### src/rtl/reg_file_2w2r.sv
// Two-write / two-read register file with registered read ports, optional
// same-cycle write bypass, per-entry written flags and write-collision pulse.

module reg_file_2w2r_rdport #(
    parameter int DATA_W   = 16,
    parameter int ADDR_W   = 3,
    parameter int ZERO_REG = 0,
    parameter int BYPASS   = 1
) (
    input  logic                                 clk,
    input  logic                                 rst_n,
    input  logic                                 i_re,
    input  logic [ADDR_W-1:0]                    i_addr,
    input  logic [(2**ADDR_W)-1:0][DATA_W-1:0]   i_mem,
    input  logic [(2**ADDR_W)-1:0]               i_wr,
    input  logic                                 i_we0,
    input  logic [ADDR_W-1:0]                    i_wa0,
    input  logic [DATA_W-1:0]                    i_wd0,
    input  logic                                 i_we1,
    input  logic [ADDR_W-1:0]                    i_wa1,
    input  logic [DATA_W-1:0]                    i_wd1,
    output logic [DATA_W-1:0]                    o_data,
    output logic                                 o_vld
);
    logic [DATA_W-1:0] w_data;
    logic              w_vld;
    logic [DATA_W-1:0] r_data;
    logic              r_vld;

    // Port 1 is applied last so it wins when both writes match the read address.
    always_comb begin
        w_data = i_mem[i_addr];
        w_vld  = i_wr[i_addr];
        if (BYPASS != 0) begin
            if (i_we0 && (i_wa0 == i_addr)) begin
                w_data = i_wd0;
                w_vld  = 1'b1;
            end
            if (i_we1 && (i_wa1 == i_addr)) begin
                w_data = i_wd1;
                w_vld  = 1'b1;
            end
        end
        if ((ZERO_REG != 0) && (i_addr == '0)) begin
            w_data = '0;
            w_vld  = 1'b1;
        end
    end

    always_ff @(posedge clk or negedge rst_n) begin
        if (!rst_n) begin
            r_data <= '0;
            r_vld  <= 1'b0;
        end else if (i_re) begin
            r_data <= w_data;
            r_vld  <= w_vld;
        end
    end

    assign o_data = r_data;
    assign o_vld  = r_vld;
endmodule

module reg_file_2w2r #(
    parameter int DATA_W   = 16,
    parameter int ADDR_W   = 3,
    parameter int ZERO_REG = 0,
    parameter int BYPASS   = 1
) (
    input  logic              clk,
    input  logic              rst_n,
    input  logic              WE0,
    input  logic [ADDR_W-1:0] WR0_addr,
    input  logic [DATA_W-1:0] WR0_data,
    input  logic              WE1,
    input  logic [ADDR_W-1:0] WR1_addr,
    input  logic [DATA_W-1:0] WR1_data,
    input  logic              RE,
    input  logic [ADDR_W-1:0] RA_addr,
    input  logic [ADDR_W-1:0] RB_addr,
    output logic [DATA_W-1:0] RA_data,
    output logic [DATA_W-1:0] RB_data,
    output logic              RA_vld,
    output logic              RB_vld,
    output logic              wr_conflict
);
    localparam int DEPTH = 2**ADDR_W;
    localparam int NPORT = 2;

    logic [DEPTH-1:0][DATA_W-1:0] r_mem;
    logic [DEPTH-1:0]             r_wr;
    logic                         r_conflict;
    logic [DEPTH-1:0]             w_hit0;
    logic [DEPTH-1:0]             w_hit1;
    logic [NPORT-1:0][ADDR_W-1:0] w_raddr;
    logic [NPORT-1:0][DATA_W-1:0] w_rdata;
    logic [NPORT-1:0]             w_rvld;

    always_comb begin
        w_hit0 = '0;
        w_hit1 = '0;
        for (int e = 0; e < DEPTH; e++) begin
            w_hit0[e] = WE0 && (WR0_addr == ADDR_W'(e));
            w_hit1[e] = WE1 && (WR1_addr == ADDR_W'(e));
        end
    end

    // Entry 0 is never stored when hardwired; reads of it are forced in the port.
    always_ff @(posedge clk or negedge rst_n) begin
        if (!rst_n) begin
            r_mem <= '0;
            r_wr  <= '0;
        end else begin
            for (int e = 0; e < DEPTH; e++) begin
                if (!((ZERO_REG != 0) && (e == 0))) begin
                    if (w_hit1[e]) begin
                        r_mem[e] <= WR1_data;
                        r_wr[e]  <= 1'b1;
                    end else if (w_hit0[e]) begin
                        r_mem[e] <= WR0_data;
                        r_wr[e]  <= 1'b1;
                    end
                end
            end
        end
    end

    always_ff @(posedge clk or negedge rst_n) begin
        if (!rst_n) r_conflict <= 1'b0;
        else        r_conflict <= WE0 && WE1 && (WR0_addr == WR1_addr);
    end

    assign w_raddr = {RB_addr, RA_addr};

    for (genvar p = 0; p < NPORT; p++) begin : g_rd
        reg_file_2w2r_rdport #(
            .DATA_W(DATA_W), .ADDR_W(ADDR_W), .ZERO_REG(ZERO_REG), .BYPASS(BYPASS)
        ) u_rd (
            .clk(clk), .rst_n(rst_n), .i_re(RE), .i_addr(w_raddr[p]),
            .i_mem(r_mem), .i_wr(r_wr),
            .i_we0(WE0), .i_wa0(WR0_addr), .i_wd0(WR0_data),
            .i_we1(WE1), .i_wa1(WR1_addr), .i_wd1(WR1_data),
            .o_data(w_rdata[p]), .o_vld(w_rvld[p])
        );
    end

    assign RA_data     = w_rdata[0];
    assign RB_data     = w_rdata[1];
    assign RA_vld      = w_rvld[0];
    assign RB_vld      = w_rvld[1];
    assign wr_conflict = r_conflict;
endmodule

### config.mk
export PLATFORM = sky130hd
export DESIGN_NAME = reg_file_2w2r
export DESIGN_NICKNAME = d
export VERILOG_FILES = /design/src/rtl/reg_file_2w2r.sv
export SDC_FILE = /design/constraint.sdc
export NUM_CORES = 1
export LEC_CHECK = 0
export CAP_MARGIN = 20
export CORE_MARGIN = 3
export CORE_UTILIZATION = 57
export CTS_CLUSTER_SIZE = 24
export DETAILED_ROUTE_END_ITERATION = 10
export HOLD_SLACK_MARGIN = 0.03
export PLACE_DENSITY = 0.78
export SLEW_MARGIN = 40
export SYNTH_ARGS = -nofsm -noshare
export SYNTH_HDL_FRONTEND = slang
export SYNTH_HIERARCHICAL = 1
export SYNTH_SLANG_ARGS = --single-unit
### constraint.sdc
create_clock -name clk -period 5.2 [get_ports clk]
set_input_delay 1.3 -clock clk [delete_from_list [all_inputs] [get_ports clk]]
set_output_delay 1.3 -clock clk [all_outputs]
set_load 0.005 [all_outputs]
Yosys cells after proc, flatten, opt, wreduce, memory -nomap -nowiden
Cells that the tools add are included.
{"block": "classes", "addsub": 0, "multipliers": 0, "div": 0, "magnitude_cmp": 2, "n_eq_ne": 19, "shifts": 0, "n_mux": 48, "bitwise": 0, "reduce_logical": 32}
{"op": "$mux 16", "count": 22}
{"op": "$bmux 16 s3", "count": 2}
{"op": "$eq 3x3->1 const B", "count": 8}
{"op": "$logic_and 1x1->1", "count": 22}
{"op": "$mux 1", "count": 22}
{"op": "$reduce_bool 2->1", "count": 8}
{"op": "$eq 3x3->1", "count": 5}
{"op": "$eq 3x2->1 const B", "count": 4}
{"op": "$lt 3x4->1 const B", "count": 2}
{"op": "$bmux 1 s3", "count": 2}
{"op": "$eq 3x1->1 const B", "count": 2}
{"op": "$logic_not 3->1", "count": 2}
{"block": "totals", "register_bits": 171, "latch_bits": 0, "mem_bits_rw": 0, "rom_bits": 0, "input_bits": 49, "out_inout_bits": 35, "elab_cells": 122, "mem_count": 0}

Logic depth before layout (Yosys ltp)
{"block": "depth", "depth_word": 4, "mapped_depth": 8}

Cells and area by module
Netlist, hierarchy kept.
{"mod": "reg_file_2w2r", "n_inst": 1, "cells_each": 630, "area_each_um2": 6672.6, "seq_area_each_um2": 3428.3}
{"mod": "reg_file_2w2r_rdport", "n_inst": 2, "cells_each": 166, "area_each_um2": 2099.5, "seq_area_each_um2": 425.4}

Worst setup path after synthesis
Ideal clock, no wire load.
{"block": "synth_path", "path_type": "input to register", "start": "input port RA_addr[0]", "end": "register g_rd[0].u_rd.r_data[4]", "arrival_ns": 2.786, "setup_slack_ns": 2.291, "cell_stages": 6, "path_cell_list": "buf_6 buf_12 mux4_1 mux2_2 mux2_4 o221a_1"}
{"block": "synth_between", "elab_chain_len": 4, "word_cells_on_any_way": 8, "cone_classes": "eq/ne (2); mux (4); reduce/logical (2)"}
{"element": "start: declaration", "line": "79", "rtl": "input logic [ADDR_W-1:0] RA_addr,"}
{"element": "$bmux 16 s3 or $eq 3x3->1 (tied branches)", "line": "32, 35"}
{"element": "$mux 16 (not written as such) or $logic_and 1x1->1 (tied branches)", "line": "32, 35"}
{"element": "$mux 16", "line": "35", "rtl": "if (i_we0 && (i_wa0 == i_addr)) begin"}
{"element": "$mux 16 *", "line": "39", "rtl": "if (i_we1 && (i_wa1 == i_addr)) begin"}
{"element": "end signal: assignment", "line": "55", "rtl": "r_data <= w_data;"}
{"element": "end: declaration", "line": "27", "rtl": "logic [DATA_W-1:0] r_data;"}
Mark *: on every way between the ends. The rest lies on a longest branch, timed or not. The select of a mux whose other input is x is not followed.
A chain may end at the register's enable or synchronous reset.

Worst setup path in the final report
{"block": "layout_path", "start": "input port WR0_addr[1]", "end": "register r_mem[49] in the netlist's numbering"}
{"block": "layout_between", "elab_chain_len": 3}
{"element": "start: declaration", "line": "73", "rtl": "input logic [ADDR_W-1:0] WR0_addr,"}
{"element": "$eq 3x2->1", "line": "103", "rtl": "w_hit0[e] = WE0 && (WR0_addr == ADDR_W'(e));"}
{"element": "$logic_and 1x1->1", "line": "103"}
{"element": "$reduce_bool 2->1 (no source line)"}
{"element": "end signal: indexed assignment", "line": "117", "rtl": "r_mem[e] <= WR1_data;"}
{"element": "end signal: indexed assignment", "line": "120", "rtl": "r_mem[e] <= WR0_data;"}
{"element": "end: declaration", "line": "90", "rtl": "logic [DEPTH-1:0][DATA_W-1:0] r_mem;"}
Every way passes these cells.

==> flow_summary_export.csv <==
group,metric,value,unit
timing,max_slew.worst_pin.slew,0.8931,ns
synth,yosysSeqAreaShare,0.3936,
placement,postPlaceCellArea,0.01139,mm2
pwr,p_int,3.092,mW
timing,minimum_period_implied_by_the_final_worst_setup_slack,3.436,ns
critical_path,path_max_fanout,11,
hold_path,hold_path_startpoint,"r_wr[0]",
status,run_status,"finished, final reports clean",
floorplanning,core_area,0.01833,mm2
placement,place.detailed.hpwl,18.94,mm
detailed_routing,routed_wl,30.60,mm
timing,report.final.setup_viol,0,
synth,share_of_flip_flops_with_an_asynchronous_set_or_reset_after_synthesis,1.000,
detailed_routing,top_signal_layer_used,"met5",
detailed_routing,routed_via_density,6.820,
pwr,seqPwrFrac,0.421,
clock_tree,holdBufCountCts,0,
floorplanning,initial_utilization,0.5931,
synth,mappedNetlistArea,0.01087,mm2
timing,timing.max_slew.rel_slack,0.4030,
floorplanning,dieWidth,144.1,um
detailed_routing,drt.antenna.violating_nets,0,
final_layout,post_layout_nonfiller_instances,1211,
final_layout,fillcell_total,1349,
timing,setup_ws,1.764,ns
placement,preCtsSetupSlack,1.403,ns
placement,io_buffers,83,
timing,fin_crit_sh,0.6607,
pwr,total_net_switching_power,1.234,mW
clock_tree,ctsRootBufferMaster,"clkbuf_16",
pwr,static-leakage-power,4.948,nW
clock_tree,cts-htree-levels,4,
pwr,power.ir.vdd_worst,205.5,uV
critical_path,critical_path.cell_chain,"clkdlybuf4s50_1, nand4b_1, buf_4, mux2i_1, a21oi_1",
critical_path,cp_slowest_stage_delay,0.84,ns
final_layout,drive_above_1_share,0.1884,
global_route,grt_use_total,0.3014,
hold_path,hold_path.class,"reg -> reg",
critical_path,r2r_start,"r_mem[25]",
critical_path,setup.worst_path.start_class,"primary input",
global_route,maximum_number_of_pins_on_one_net_before_global_route_repair,118,
critical_path,critical_path_class,"in -> reg",
detailed_routing,route.detailed.wl_per_inst,25.27,um
pwr,power.density,359.0,mW/mm2
synth,synth_edf_count,0,
critical_path,arrival,3.78,ns
synth,synth_area_leaders,"dfrtp_1 39%, mux2i_1 12%, mux4_2 11%",
critical_path,critical_path.top_delay_family,"buffers and inverters",
placement,dp_cells,1179,
synth,yosysWarnings,6,
synth,ys_types,40,
critical_path,critical_path_data_required_time,5.54,ns
synth,area_share_of_the_largest_cell_type_after_synthesis,0.3936,
flow_run,cap_violations,0,
synth,synth_top_flop_cell,"dfrtp_1",
floorplanning,die_height,144.1,um
final_layout,postLayoutCoreUtil,0.6572,
clock_tree,tritoncts_num_sinks,171,
synth,yosysTopAreaCell,"dfrtp_1",
detailed_routing,dr_total_vias,8259,
final_layout,layout.nets,1020,
synth,synthesis.nets,1011,
clock_tree,cts.clk_slew.worst_paths,0.06,ns
critical_path,critical-path-slowest-cell,"clkdlybuf4s50_1",
detailed_routing,detailroute.wirelength.met3,3.328,mm
global_route,first_global_vias,8025,
synth,ys_ff_latch,171,
timing,maxClockFrequency,0.2911,GHz
clock_tree,clock_tree_from_tritoncts,"yes",
placement,gp_routability_congestion,0.8667,
detailed_routing,drt-initial-drc-count,1022,
synth,synthCells,962,
timing,final_hold_viol_count,0,
timing,fin_worst_hold_slack,0.4970,ns
clock_tree,ctsLongestPathBuffers,2,
detailed_routing,drt_pre_antenna_iters,6,
clock_tree,post-cts-setup-buffer-count,0,
critical_path,critical_path.n_buffers_inverters,2,
clock_tree,numCtsBuffers,17,
final_layout,num_antenna_cells,0,
pwr,net_switching_share_of_the_total_power,0.2852,
clock_tree,insertion_delay,0.43,ns
pwr,fin_total_pwr,4.325,mW
timing,rsz0062_at_grt,"false",
synth,mapped_avg_cell_area,11.30,um2
clock_tree,cts_repair_resize_count,0,
timing,setup-tns-final,0,ns
final_layout,final_cell_area,0.01205,mm2
floorplanning,placement_rows,49,
critical_path,worst_setup_path_startpoint,"WR0_addr[1]",
pwr,proportion_of_power_drawn_by_the_clock_network,0.309,
floorplanning,pin_count,84,
final_layout,area_growth_syn_to_layout,10.82,%
detailed_routing,remaining_routing_drc_violations,0,
detailed_routing,wirelength_met1,12.49,mm
global_route,antenna_violations_before_repair,2,
timing,timing.final.max_slew_violations,0,
critical_path,worstSetupEndpointType,"flop",
global_route,grt_first_pass_wirelength,46.98,mm
pwr,comb_pwr_share,0.270,
floorplanning,die_area,0.02077,mm2
detailed_routing,routed-wl-met2,13.99,mm
timing,timing.clock.skew,0.01081,ns
global_route,globalRouteOverflowTotal,0,
[Yosys cell counts, types with 3 or more instances]
cell type  number
xnor2_1         7
o21ai_1        31
mux4_2         54
a21oi_1        64
o21ai_0        24
buf_1           8
a211oi_1       18
mux2i_1       130
clkbuf_2        9
and4bb_1        3
xor2_1          8
nand3b_1        4
nor3_1         19
clkbuf_1       35
buf_2          27
nand4b_1        6
or3_1          18
mux4_1         14
and4bb_2        3
mux2_2         44
buf_12          6
dfrtp_1       171
nor2_1         84
o221a_2        12
nand2_1        84
o21ai_2         9
buf_4          17
buf_6          14
a221oi_1       18
[placed cells by master, fill, tap and decap left out, types with 3 or more instances in the layout]
cell type	count
mux4_2	54
and4bb_1	3
clkbuf_1	3
nand2_1	84
buf_4	23
a21oi_1	64
o21ai_1	31
clkinv_2	3
nand3b_1	4
a211oi_1	18
xnor2_1	7
nand4b_1	6
dfrtp_1	171
clkdlybuf4s50_1	78
clkbuf_16	17
nor3_1	19
o221a_2	12
xor2_1	8
bufinv_16	4
o21ai_2	9
mux2i_1	130
or3_1	18
mux2_2	44
mux4_1	14
o21ai_0	24
a221oi_1	18
nor2_1	84
[sequential cells by signal, summed over array words and instances (netlist names)]
signal	count
r_mem	128
g_rd.u_rd/o_data	32
r_wr	8
g_rd.u_rd/o_vld	2
wr_conflict	1
[cell families after synthesis]
family / after synthesis / synth area share
buf+inv: 118 / 0.06940
xor+xnor: 15 / 0.01208
mux: 244 / 0.3137
simple gates: 234 / 0.1061
flops: 171 / 0.3936
compound gates: 180 / 0.1051
[worst paths after layout]
path | to | slack, ns | cells after the start
min reg2reg | r_wr[0] | 0.50 | 1
max reg2reg | g_rd[1].u_rd/o_data[9] | 3.31 | 4
max | r_mem[49] | 1.76 | 5
min | r_wr[0] | 0.50 | 1
min in group asynchronous | r_mem[123] | 0.82 | 1
max in group asynchronous | r_mem[51] | 3.38 | 2
[cell type report]
cell class	count	area, um2	share of cell area
sequential	171	4279	0.3552
timing repair buffer	106	1022	0.08485
clock buffer	22	464.2	0.03853
clock inverter	8	142.6	0.01184
tap	229	286.5	0.02378
multi-input combinational	673	5846	0.4852
inverter	2	7.507	0.0006231
[routing by layer]
metal	up-vias	GRT usage
met4	4	0.09564
met2	464	0.4549
met3	81	0.09127
met5	-	0
met1	4118	0.4223
li1	3592	-
[power groups by stage]
stage | Clock (mW) | Sequential (mW) | Combinational, mW
5_1_grt | 1.40 | 1.85 | 1.26
2_1_floorplan | 0 | 1.78 | 0.778
4_1_cts | 1.34 | 1.81 | 1.15
3_3_place_gp | 0 | 1.81 | 1.11
6_report | 1.34 | 1.82 | 1.17
3_5_place_dp | 0 | 1.83 | 1.14
Power figures use the tool's default switching activity.
